===== src/rtl/circuit_arbiter.sv =====
// circuit_arbiter
//   Shares a single fixed-latency `circuit` datapath between NREQ requesters.
//   Requesters are granted round-robin. The winner's operand goes out with a
//   one-cycle c_en pulse. After LAT cycles c_y is captured and returned,
//   tagged with the owner's index, on a valid/ready response channel.
//   Only one operation is in flight at a time.
//
// Ports
//   clk        system clock, rising edge
//   rst        asynchronous reset, active low
//   req_valid  per-requester request                       [NREQ]
//   req_data   operands, requester i at [i*DW +: DW]       [NREQ*DW]
//   req_ready  one-hot grant, combinational in IDLE only   [NREQ]
//   rsp_valid  result available (registered)
//   rsp_id     owner of the result (registered)            [IDW]
//   rsp_data   result, c_y sampled unmodified (registered) [DW]
//   rsp_ready  consumer accepts the result
//   c_en       enable pulse to the datapath (registered)
//   c_x        operand to the datapath (registered)        [DW]
//   c_y        result from the datapath                    [DW]
module circuit_arbiter #(
    parameter int NREQ = 4,
    parameter int IDW  = 2,
    parameter int DW   = 32,
    parameter int LAT  = 1
) (
    input  logic               clk,
    input  logic               rst,
    input  logic [NREQ-1:0]    req_valid,
    input  logic [NREQ*DW-1:0] req_data,
    output logic [NREQ-1:0]    req_ready,
    output logic               rsp_valid,
    output logic [IDW-1:0]     rsp_id,
    output logic [DW-1:0]      rsp_data,
    input  logic               rsp_ready,
    output logic               c_en,
    output logic [DW-1:0]      c_x,
    input  logic [DW-1:0]      c_y
);

    typedef enum logic [1:0] {IDLE, ISSUE, WAIT, RESP} state_t;

    localparam logic [3:0] CNT_INIT = 4'(LAT - 1);

    state_t         state_q, state_d;
    logic [IDW-1:0] ptr_q, ptr_d;
    logic [IDW-1:0] id_q, id_d;
    logic [3:0]     cnt_q, cnt_d;
    logic [DW-1:0]  cx_q, cx_d;
    logic           cen_q, cen_d;
    logic           rvalid_q, rvalid_d;
    logic [IDW-1:0] rid_q, rid_d;
    logic [DW-1:0]  rdata_q, rdata_d;

    logic           any_req;
    logic           found_hi;
    logic [IDW-1:0] sel_hi, sel_lo, sel, ptr_nxt;
    logic [DW-1:0]  sel_data;

    // Round-robin pick: the lowest valid index at or above ptr wins; if there
    // is none, wrap around to the lowest valid index overall.
    always_comb begin
        found_hi = 1'b0;
        any_req  = 1'b0;
        sel_hi   = '0;
        sel_lo   = '0;
        for (int unsigned j = 0; j < NREQ; j++) begin
            if (req_valid[j] && !found_hi && (j >= 32'(ptr_q))) begin
                found_hi = 1'b1;
                sel_hi   = IDW'(j);
            end
            if (req_valid[j] && !any_req) begin
                any_req = 1'b1;
                sel_lo  = IDW'(j);
            end
        end
        sel = found_hi ? sel_hi : sel_lo;
    end

    always_comb begin
        sel_data = '0;
        for (int unsigned j = 0; j < NREQ; j++) begin
            if (IDW'(j) == sel) begin
                sel_data = req_data[j*DW +: DW];
            end
        end
    end

    assign ptr_nxt = (sel == IDW'(NREQ - 1)) ? '0 : sel + 1'b1;

    // Gated by rst so that no grant is offered while reset is held, even
    // though the state register already reads IDLE.
    assign req_ready = (rst && (state_q == IDLE) && any_req) ? (NREQ'(1) << sel) : '0;

    always_comb begin
        state_d  = state_q;
        ptr_d    = ptr_q;
        id_d     = id_q;
        cnt_d    = cnt_q;
        cx_d     = cx_q;
        cen_d    = 1'b0;
        rvalid_d = rvalid_q;
        rid_d    = rid_q;
        rdata_d  = rdata_q;
        unique case (state_q)
            IDLE: begin
                if (any_req) begin
                    cx_d    = sel_data;
                    id_d    = sel;
                    ptr_d   = ptr_nxt;
                    cen_d   = 1'b1;
                    state_d = ISSUE;
                end
            end
            ISSUE: begin
                cnt_d   = CNT_INIT;
                state_d = WAIT;
            end
            WAIT: begin
                if (cnt_q == '0) begin
                    rdata_d  = c_y;
                    rid_d    = id_q;
                    rvalid_d = 1'b1;
                    state_d  = RESP;
                end else begin
                    cnt_d = cnt_q - 1'b1;
                end
            end
            RESP: begin
                if (rsp_ready) begin
                    rvalid_d = 1'b0;
                    state_d  = IDLE;
                end
            end
            default: state_d = IDLE;
        endcase
    end

    always_ff @(posedge clk or negedge rst) begin
        if (!rst) begin
            state_q  <= IDLE;
            ptr_q    <= '0;
            id_q     <= '0;
            cnt_q    <= '0;
            cx_q     <= '0;
            cen_q    <= 1'b0;
            rvalid_q <= 1'b0;
            rid_q    <= '0;
            rdata_q  <= '0;
        end else begin
            state_q  <= state_d;
            ptr_q    <= ptr_d;
            id_q     <= id_d;
            cnt_q    <= cnt_d;
            cx_q     <= cx_d;
            cen_q    <= cen_d;
            rvalid_q <= rvalid_d;
            rid_q    <= rid_d;
            rdata_q  <= rdata_d;
        end
    end

    assign c_en      = cen_q;
    assign c_x       = cx_q;
    assign rsp_valid = rvalid_q;
    assign rsp_id    = rid_q;
    assign rsp_data  = rdata_q;

endmodule


===== config.mk =====
export PLATFORM = sky130hd
export DESIGN_NAME = circuit_arbiter
export DESIGN_NICKNAME = d
export VERILOG_FILES = /design/src/rtl/circuit_arbiter.sv
export SDC_FILE = /design/constraint.sdc
export NUM_CORES = 1
export LEC_CHECK = 0
export ABC_AREA = 1
export CAP_MARGIN = 10
export CORE_ASPECT_RATIO = 1.25
export CORE_MARGIN = 10
export CORE_UTILIZATION = 43
export DETAILED_ROUTE_END_ITERATION = 10
export PLACE_DENSITY = 0.92
export SLEW_MARGIN = 5
export SYNTH_ARGS = -nofsm -noshare
export SYNTH_HDL_FRONTEND = slang
export SYNTH_SLANG_ARGS = --single-unit

===== constraint.sdc =====
create_clock -name clk -period 4 [get_ports clk]
set_input_delay 1 -clock clk [delete_from_list [all_inputs] [get_ports clk]]
set_output_delay 1 -clock clk [all_outputs]
set_load 0.005 [all_outputs]

# Word level (Yosys, flattened, before mapping)

Index checks and enable logic that the tools add are counted.

Bits in registers: 78
Input port bits: 167
Output and inout bits: 72
Logic and storage cells: 85

Add/subtract/negate cells: 2
Magnitude comparators: 3
Equality and inequality tests: 11
Shift-type cells: 1
Multiplexer cells: 32
Reduce and logical (&&, ||, !) cells: 27

Operators by type and width:

| cell                                                                                | count |
|---|---|
| 32-bit two-way mux                                                                  | 4 |
| 2-bit two-way mux                                                                   | 9 |
| 1-bit two-way mux                                                                   | 14 |
| 1-bit logical AND                                                                   | 11 |
| 4-bit two-way mux                                                                   | 2 |
| 2-bit != test (second input constant)                                               | 4 |
| 2-bit one-hot mux with 4 select lines                                               | 1 |
| 4-bit one-hot mux with 2 select lines                                               | 1 |
| 2-bit == test (second input constant)                                               | 3 |
| 1-bit zero test                                                                     | 6 |
| 2-bit AND reduction                                                                 | 3 |
| 3-bit AND reduction                                                                 | 2 |
| 2-bit == test (first input constant)                                                | 2 |
| 1-bit by 2-bit greater-or-equal comparator with 1-bit output (first input constant) | 2 |
| 2-bit zero test                                                                     | 2 |
| 4-bit zero test                                                                     | 1 |
| 2-bit nonzero test                                                                  | 2 |
| 1-bit by 2-bit left shift with 4-bit output (first input constant)                  | 1 |
| 4-bit by 1-bit subtractor with 4-bit output (second input constant)                 | 1 |
| 2-bit by 1-bit adder with 2-bit output (second input constant)                      | 1 |
| 1-bit by 2-bit == test with 1-bit output (first input constant)                     | 1 |
| 2-bit by 1-bit == test with 1-bit output (second input constant)                    | 1 |
| 2-bit greater-or-equal comparator (first input constant)                            | 1 |
| 1-bit one-hot mux with 2 select lines                                               | 1 |

# Depth between registers and ports, before layout

Gate-level depths: netlist of the first run.

Depth in word-level cells: 20
Depth in mapped cells: 16
Depth with buffers taken out: 14

# Worst setup path after synthesis of the first run

Ideal clock, no wire load.

Path kind: input port to output port
Start: in req_valid[1]
End: out req_ready[1]
Arrival time: 2232 ps
Data required time: 3000 ps
Path slack: 768 ps
Stages on the path: 10
Path buffers: 2
Cell sequence: inv_1 -> or2_2 -> nand3_1 -> nand2_1 -> inv_1 -> ha_1 -> buf_2 -> buf_2 -> inv_1 -> nor2_1

Cells in the longest elaborated chain, start to end: 13
Elaborated cells between the ends (all ways): 28
Classes of those cells: shift: 1; mux: 14; reduce/logical: 13

Ends and longest elaborated chain:

| element                                                       | RTL line | source |
|---|---|---|
| start: declaration                                            | 29       | `input logic [NREQ-1:0] req_valid,` |
| 1-bit logical AND (2 in series)                               | 68       | `if (req_valid[j] && !found_hi && (j >= 32'(ptr_q))) begin` |
| 1-bit two-way mux                                             | 68       |  |
| 1-bit zero test                                               | 68       |  |
| 1-bit logical AND (2 in series)                               | 68       |  |
| 1-bit two-way mux                                             | 68       |  |
| 1-bit zero test                                               | 68       |  |
| 1-bit logical AND                                             | 68       |  |
| 2-bit two-way mux / 1-bit two-way mux (equally long branches) | 68       |  |
| 2-bit two-way mux *                                           | 77       | `sel = found_hi ? sel_hi : sel_lo;` |
| net sel[0]                                                    | 57       | `logic [IDW-1:0] sel_hi, sel_lo, sel, ptr_nxt;` |
| 1-bit by 2-bit left shift with 4-bit output *                 | 93       | `assign req_ready = (rst && (state_q == IDLE) && any_req) ? (NREQ'(1) << sel) : '0;` |
| 4-bit two-way mux *                                           | 93       |  |
| end: declaration                                              | 31       | `output logic [NREQ-1:0] req_ready,` |

Mark *: on every way through the listed nets, which the timed path passes. The rest lies on a longest branch.

# Worst setup path in the final report of the first run

Start: in req_valid[1]
End: out req_ready[2]

Cells in the longest elaborated chain, start to end: 13
Elaborated cells between the ends (all ways): 28
Classes of those cells: shift: 1; mux: 14; reduce/logical: 13

Ends and longest elaborated chain:

| element                                                       | RTL line |
|---|---|
| 1-bit logical AND (2 in series)                               | 68 |
| 1-bit two-way mux                                             | 68 |
| 1-bit zero test                                               | 68 |
| 1-bit logical AND (2 in series)                               | 68 |
| 1-bit two-way mux                                             | 68 |
| 1-bit zero test                                               | 68 |
| 1-bit logical AND                                             | 68 |
| 2-bit two-way mux / 1-bit two-way mux (equally long branches) | 68 |
| 2-bit two-way mux                                             | 77 |
| 1-bit by 2-bit left shift with 4-bit output                   | 93 |
| 4-bit two-way mux *                                           | 93 |

Every way passes the cells marked *; elsewhere a longest branch is shown, timed or not.

==> results of run 1 <==
-- area by class of cell --
class                           count  area, um^2
Timing Repair Buffer              248        2460
Tap cell                          129         161
Clock buffer                       10         229
Multi-Input combinational cell    494        2150
Inverter                           53         199
Clock inverter                      6        71.3
Fill cell                         799        2980
Sequential cell                    78        1950
-- worst max-delay path: cells and delay by family --
family                     cells  cell delay, ns
and+or+nand+nor                4            0.50
buffers and inverters          5            0.94
adders and majority gates      1            0.20
-- through the flow --
stage	hold WS, ns	setup slack (ns)	utilization (%)	std cells
floorplan	0.449	0.768	-	664
global placement	0.461	0.0586	67.8	1002
detailed placement	0.464	0.0240	67.8	1002
CTS	0.480	0.0112	70.7	1018
global route	0.503	0.223	70.8	1018
finish	0.475	0.365	70.8	1018
-- placed cells by master, fill, tap and decap left out, drive strengths merged --
| cell | instances |
|---|---|
| clkbuf | 10 |
| or2 | 2 |
| ha | 10 |
| o21bai | 1 |
| dlymetal6s2s | 4 |
| bufinv | 1 |
| nand4 | 2 |
| buf | 11 |
| nand3 | 8 |
| clkdlybuf4s50 | 233 |
| nor2 | 72 |
| o21a | 1 |
| clkinvlp | 1 |
| clkinv | 3 |
| o21ai | 76 |
| dfrtp | 78 |
| nand2 | 288 |
| a21oi | 33 |
| inv | 54 |
| xor2 | 1 |
-- routing by layer --
| metal | global-route usage, % | vias up | part of all wire, % |
|---|---|---|---|
| li1 | - | 2488 | - |
| met5 | 0 | - | 0 |
| met4 | 7.22 | 0 | 2.0 |
| met3 | 6.96 | 29 | 10 |
| met1 | 23.7 | 2248 | 39 |
| met2 | 36.3 | 220 | 49 |
-- sequential cells by signal, indices dropped and copies added (netlist names) --
signal and cells:
ptr_q 2, cnt_q 4, id_q 2, rsp_valid 1, rsp_id 2, c_en 1, state_q 2, rsp_data 32
c_x 32
-- final timing paths --
path	depth (start not counted)	slack (ns)	end	from
max	10	0.37	req_ready[2]	req_valid[1]
min	2	0.48	c_x[11]	c_x[11]
max reg2reg	13	1.83	c_x[13]	ptr_q[0]
min reg2reg	2	0.48	c_x[11]	c_x[11]
max in group asynchronous	2	2.45	c_x[3]	rst
min in group asynchronous	2	0.92	rsp_data[4]	rst
-- repair_timing --
action,4_1_cts,5_1_grt
buffers inserted,0,0
endpoints found under the setup margin,0,4
resized for setup,0,4
-- power groups by stage --
stage | Combinational [mW] | Sequential, mW | Clock (mW)
5_1_grt | 3.12 | 1.44 | 0.867
2_1_floorplan | 1.55 | 1.40 | 0
3_5_place_dp | 2.80 | 1.39 | 0
6_report | 2.76 | 1.39 | 0.811
4_1_cts | 2.81 | 1.39 | 0.830
3_3_place_gp | 2.71 | 1.38 | 0
-- cell families (layout without fill, tap and decap cells) --
group / after synthesis / count (layout)
compound gates: 111 / 111
xor+xnor: 1 / 1
fa+ha+maj: 10 / 10
buf+inv: 92 / 317
flops: 78 / 78
simple gates: 372 / 372
==> metrics.cfg, run 1 <==
[drt]
wl_per_cell_um = 15.9
routed_wl_um = 16200
routed_via_density = 4.90
drt_iter0_drc = 356
ant_nets = 0
first_pass_iters = 5
drcViolationCount = 0
via_count = 4985

[synthesis]
synthTopCellsByArea = dfrtp_1, nand2_1, nor2_1, o21ai_0, inv_1
yosys_warnings = 0
synth.avg_cell_area_um2 = 6.82
yosysSeqAreaShare_pct = 43.1
synth_mux_area_share_pct = 0
synth_top_family_by_area = simple AND/OR/NAND/NOR gates
synth_xor_area_share_pct = 0.193
synth_common_cells = nand2_1, dfrtp_1, nor2_1
synth_fp_nets = 841
synth_edf_count = 0
synth_top_flop_cell = dfrtp_1
synth-async-reset-ratio_pct = 100
yosysTopAreaCell = dfrtp_1
synth_top_area_share_pct = 43.1
synthCells = 664
synthSimpleGateAreaFrac_pct = 31.8
synth.most_common_cell = nand2_1
yosys.area_share.adder_pct = 2.76
yosysUniqueCellTypes = 23
synth-seq-cells = 78
synth_area_um2 = 4530
synth-compound-area-share_pct = 12.8

[worst_setup_path]
cp_common_cell = inv_1
end_kind = output pin
path_cells = clkdlybuf4s50_1 -> inv_1 -> or2_2 -> nand3_1 -> nand2_1 -> buf_4 -> ha_1 -> inv_1 -> nor2_1 -> dlymetal6s2s_1
start_kind = input port
critPathMaxStageDelay_ns = 0.49
crit_slowest_cell = clkdlybuf4s50_1
worstSetupPathType = input port to output pin
arrival_ns = 2.63
crit_required_ns = 3.00
crit_fanout = 3

[sta]
setup_violations = 0
rsz0062_at_grt = no
final_hold_viol_count = 0
finalCritPeriodShare_pct = 90.9
slew_violations = 0
relSlewSlack_pct = 35.3
finClkSkew_ns = 0.00586
worstMarginPinSlew_ns = 0.970
fin_setup_tns_ns = 0
clock.fmax_mhz = 275
fin_crit_ns = 3.63

[finish]
area.growth.synth_to_final_pct = 59.7
layout-drive-gt1-share_pct = 4.39
design_area_um2 = 7230
fin_nets = 1061
diodes = 0

[power]
pwr-share-seq_pct = 28.1
switching_share_pct = 40.9
pwr_density_cell_nw_per_um2 = 686
power_leakage_nw = 3.58
p_clk_share_pct = 16.3
power_frac_comb_pct = 55.6
power_mw = 4.96
net-switching-power_mw = 2.03
vdd_drop_max_mv = 0.745
intPower_mw = 2.93

[placement]
routabilityCongestion = 0.885
dp_hpwl_um = 12500
placed_area_um2 = 6920
port_buffers = 238

[cts]
tritoncts = built
ctsHoldBuffers = 0
clock_sinks = 78
cts_buffers = 9
root_buffer = clkbuf_16
clockBufferDepth = 2
insertion_delay_ns = 0.33
h-tree-depth = 3
clk_pin_slew_ns = 0.06

[flow_run]
drv_cap = 0

[die]
core_area_um2 = 10200
die_h_um = 135
dieArea_um2 = 15100
die_x_um = 112
placementRows = 41
io_pins = 239
start_util_pct = 44.4

[grt]
track_usage_pct = 21.0
grt_pass1_vias = 4923
grt_first_pass_wirelength_um = 25800
gr-total-overflow = 0
grt_start_max_net_pins = 79
antenna_found_initial = 0

[min_path]
min_path_type = register to register

[outcome]
status = completed

Note: power is estimated with default switching activity, not from simulation.
==> inputs of run 2 (changes only) <==
- ABC_AREA: 1 -> not set
- ABC_CLOCK_PERIOD_IN_PS: not set -> 4000
- CORE_UTILIZATION: 43 -> 41
- PLACE_DENSITY: 0.92 -> 0.91
==> run 2 against run 1 <==
Routed wire length shrank 7.6%. Sequential power is essentially flat. Clock power shrank 0.7%. Combinational power shrank 9.1%. Non-clock buffer count grew 9. Sequential share of layout area grew 1.1 points. Global-route usage shrank 0.91 points. Worst setup slack lost 0.19 ns. Register-to-register slack lost 0.57 ns. Area after synthesis shrank 10%.
==> metrics.cfg, run 2 <==
[placement]
port_buffers = 238
routabilityCongestion = 0.836
dp_hpwl_um = 12000
placed_area_um2 = 6620

[cts]
clk_pin_slew_ns = 0.06
tritoncts = built
cts_buffers = 9
clockBufferDepth = 2
root_buffer = clkbuf_16
h-tree-depth = 3
clock_sinks = 78
insertion_delay_ns = 0.33

[finish]
multi_input_area_um2 = 1980
final_cell_mix = clkdlybuf4s50_1, dfrtp_1, mux2_2, nand2_1
fillers = 682
area.growth.synth_to_final_pct = 70.5
final_common_cell = clkdlybuf4s50_1
layout-drive-gt1-share_pct = 13.7
register_area_um2 = 1950
final_util_pct = 72.0
design_area_um2 = 6950
fin_nets = 786

[drt]
routed_via_density = 5.40
first_pass_iters = 4
drcViolationCount = 0
via_count = 4004
ant_nets = 0
drt_iter0_drc = 119
wl_per_cell_um = 20.2
routed_wl_um = 15000

[synthesis]
yosysSeqAreaShare_pct = 47.9
synth_top_flop_cell = dfrtp_1
synth.avg_cell_area_um2 = 10.9
synthTopCellsByArea = dfrtp_1, mux2_2, and3b_1, a211oi_1, o31ai_1
synth-seq-cells = 78
yosysTopAreaCell = dfrtp_1
synth_common_cells = dfrtp_1, mux2_2, nand2_1
yosysUniqueCellTypes = 39
synthCells = 374
synth_top_area_share_pct = 47.9
synth.most_common_cell = dfrtp_1
yosys_warnings = 0
synth-async-reset-ratio_pct = 100
synth_fp_nets = 551
synth_edf_count = 0
synth_area_um2 = 4080

[worst_setup_path]
path_cells = clkdlybuf4s50_1 -> or3b_4 -> o221ai_2 -> buf_4 -> nor2_2 -> ha_1 -> and3_1 -> dlygate4sd2_1
critPathBufInv = 3
arrival_ns = 2.83
worstSetupPathType = input port to output pin
crit_slowest_cell = clkdlybuf4s50_1
path_delay_family = buffers and inverters
critPathMaxStageDelay_ns = 0.51
start_kind = input port
crit_fanout = 2
end_kind = output pin
crit_required_ns = 3.00

[outcome]
status = completed

[sta]
slew_violations = 0
hold_ws_ns = 0.472
rsz0062_at_grt = no
worstMarginPinSlew_ns = 0.883
finalCritPeriodShare_pct = 95.6
final_hold_viol_count = 0
setup_violations = 0
fin_crit_ns = 3.83
clock.fmax_mhz = 261
relSlewSlack_pct = 41.1
finClkSkew_ns = 0.00525

[die]
die_h_um = 132
dieArea_um2 = 14400
start_util_pct = 42.2
placementRows = 40
die_x_um = 109
core_area_um2 = 9660
io_pins = 239

[power]
power_leakage_nw = 2.97
pwr_density_cell_nw_per_um2 = 676
power_mw = 4.70
vdd_drop_max_mv = 0.330

[grt]
met3_usage_pct = 9.15
grt_start_max_net_pins = 73
grt_first_pass_wirelength_um = 22800
busiest_layer = met2
track_usage_pct = 20.1
grtUsageMet1_pct = 19.8
gr-total-overflow = 0
use_met2_pct = 34.9
grt_pass1_vias = 4373
antenna_found_initial = 0

[flow_run]
drv_cap = 0

[min_path]
min_path_type = register to register

run 2: final timing paths:
kind | from | end | slack, ns | cells after the start
max reg2reg | ptr_q[1] | c_x[24] | 1.26 | 8
max in group asynchronous | rst | c_x[1] | 2.42 | 2
min in group asynchronous | rst | c_x[13] | 0.49 | 1
min | c_x[30] | c_x[30] | 0.47 | 2
max | req_valid[0] | req_ready[3] | 0.17 | 8
min reg2reg | c_x[30] | c_x[30] | 0.47 | 2
run 2: kinds of logic after synthesis:
| family | after synthesis | synth area share [%] |
|---|---|---|
| multiplexers | 39 | 10.7 |
| adder cells (fa/ha/maj) | 10 | 3.07 |
| AND/OR/NAND/NOR | 91 | 13.7 |
| AO/OA/AOI/OAI | 112 | 20.1 |
| flip-flops | 78 | 47.9 |
| buffers and inverters | 44 | 4.51 |
run 2: what timing repair did:
action	in CTS	in global routing
gates cloned	0	0
resized for setup	6	3
setup buffers	2	0
setup endpoints to repair	4	1
hold buffers	0	0
run 2: power by group:
| part | switching, mW | internal, mW |
|---|---|---|
| Clock | 0.320 | 0.485 |
| Combinational | 1.09 | 1.42 |
| Sequential | 0.215 | 1.17 |
| Total | 1.62 | 3.08 |
run 2: tightest hold or removal path: cells and delay by family, from the launching register on:
kind | cells | cell delay [ns]
flip-flops | 1 | 0.34
AND/OR/NAND/NOR | 1 | 0.05
AO/OA/AOI/OAI | 1 | 0.05
run 2: routing by layer:
layer  vias to the layer above  wire [um]
li1                       1900          -
met5                         -          0
met1                      1862       5270
met4                         0        394
met2                       217       7440
met3                        25       1850
run 2: through the flow:
stage               setup slack, ns  std cells  TNS [ns]
CTS                         0.00658        740         0
global route                  0.121        740         0
finish                        0.175        741         0
floorplan                     0.399        374         0
global placement             -0.101        722    -0.340
detailed placement           -0.163        722    -0.566
run 2: cell type report:
cell class / count / area share (%)
diodes: 1 / 0.0360
well taps: 126 / 2.27
flip-flops and latches: 78 / 28.1
inverters: 11 / 0.594
clock inverters: 7 / 1.06
multi-input cells: 252 / 28.4
repair buffers: 257 / 36.3
clock buffers: 9 / 3.24
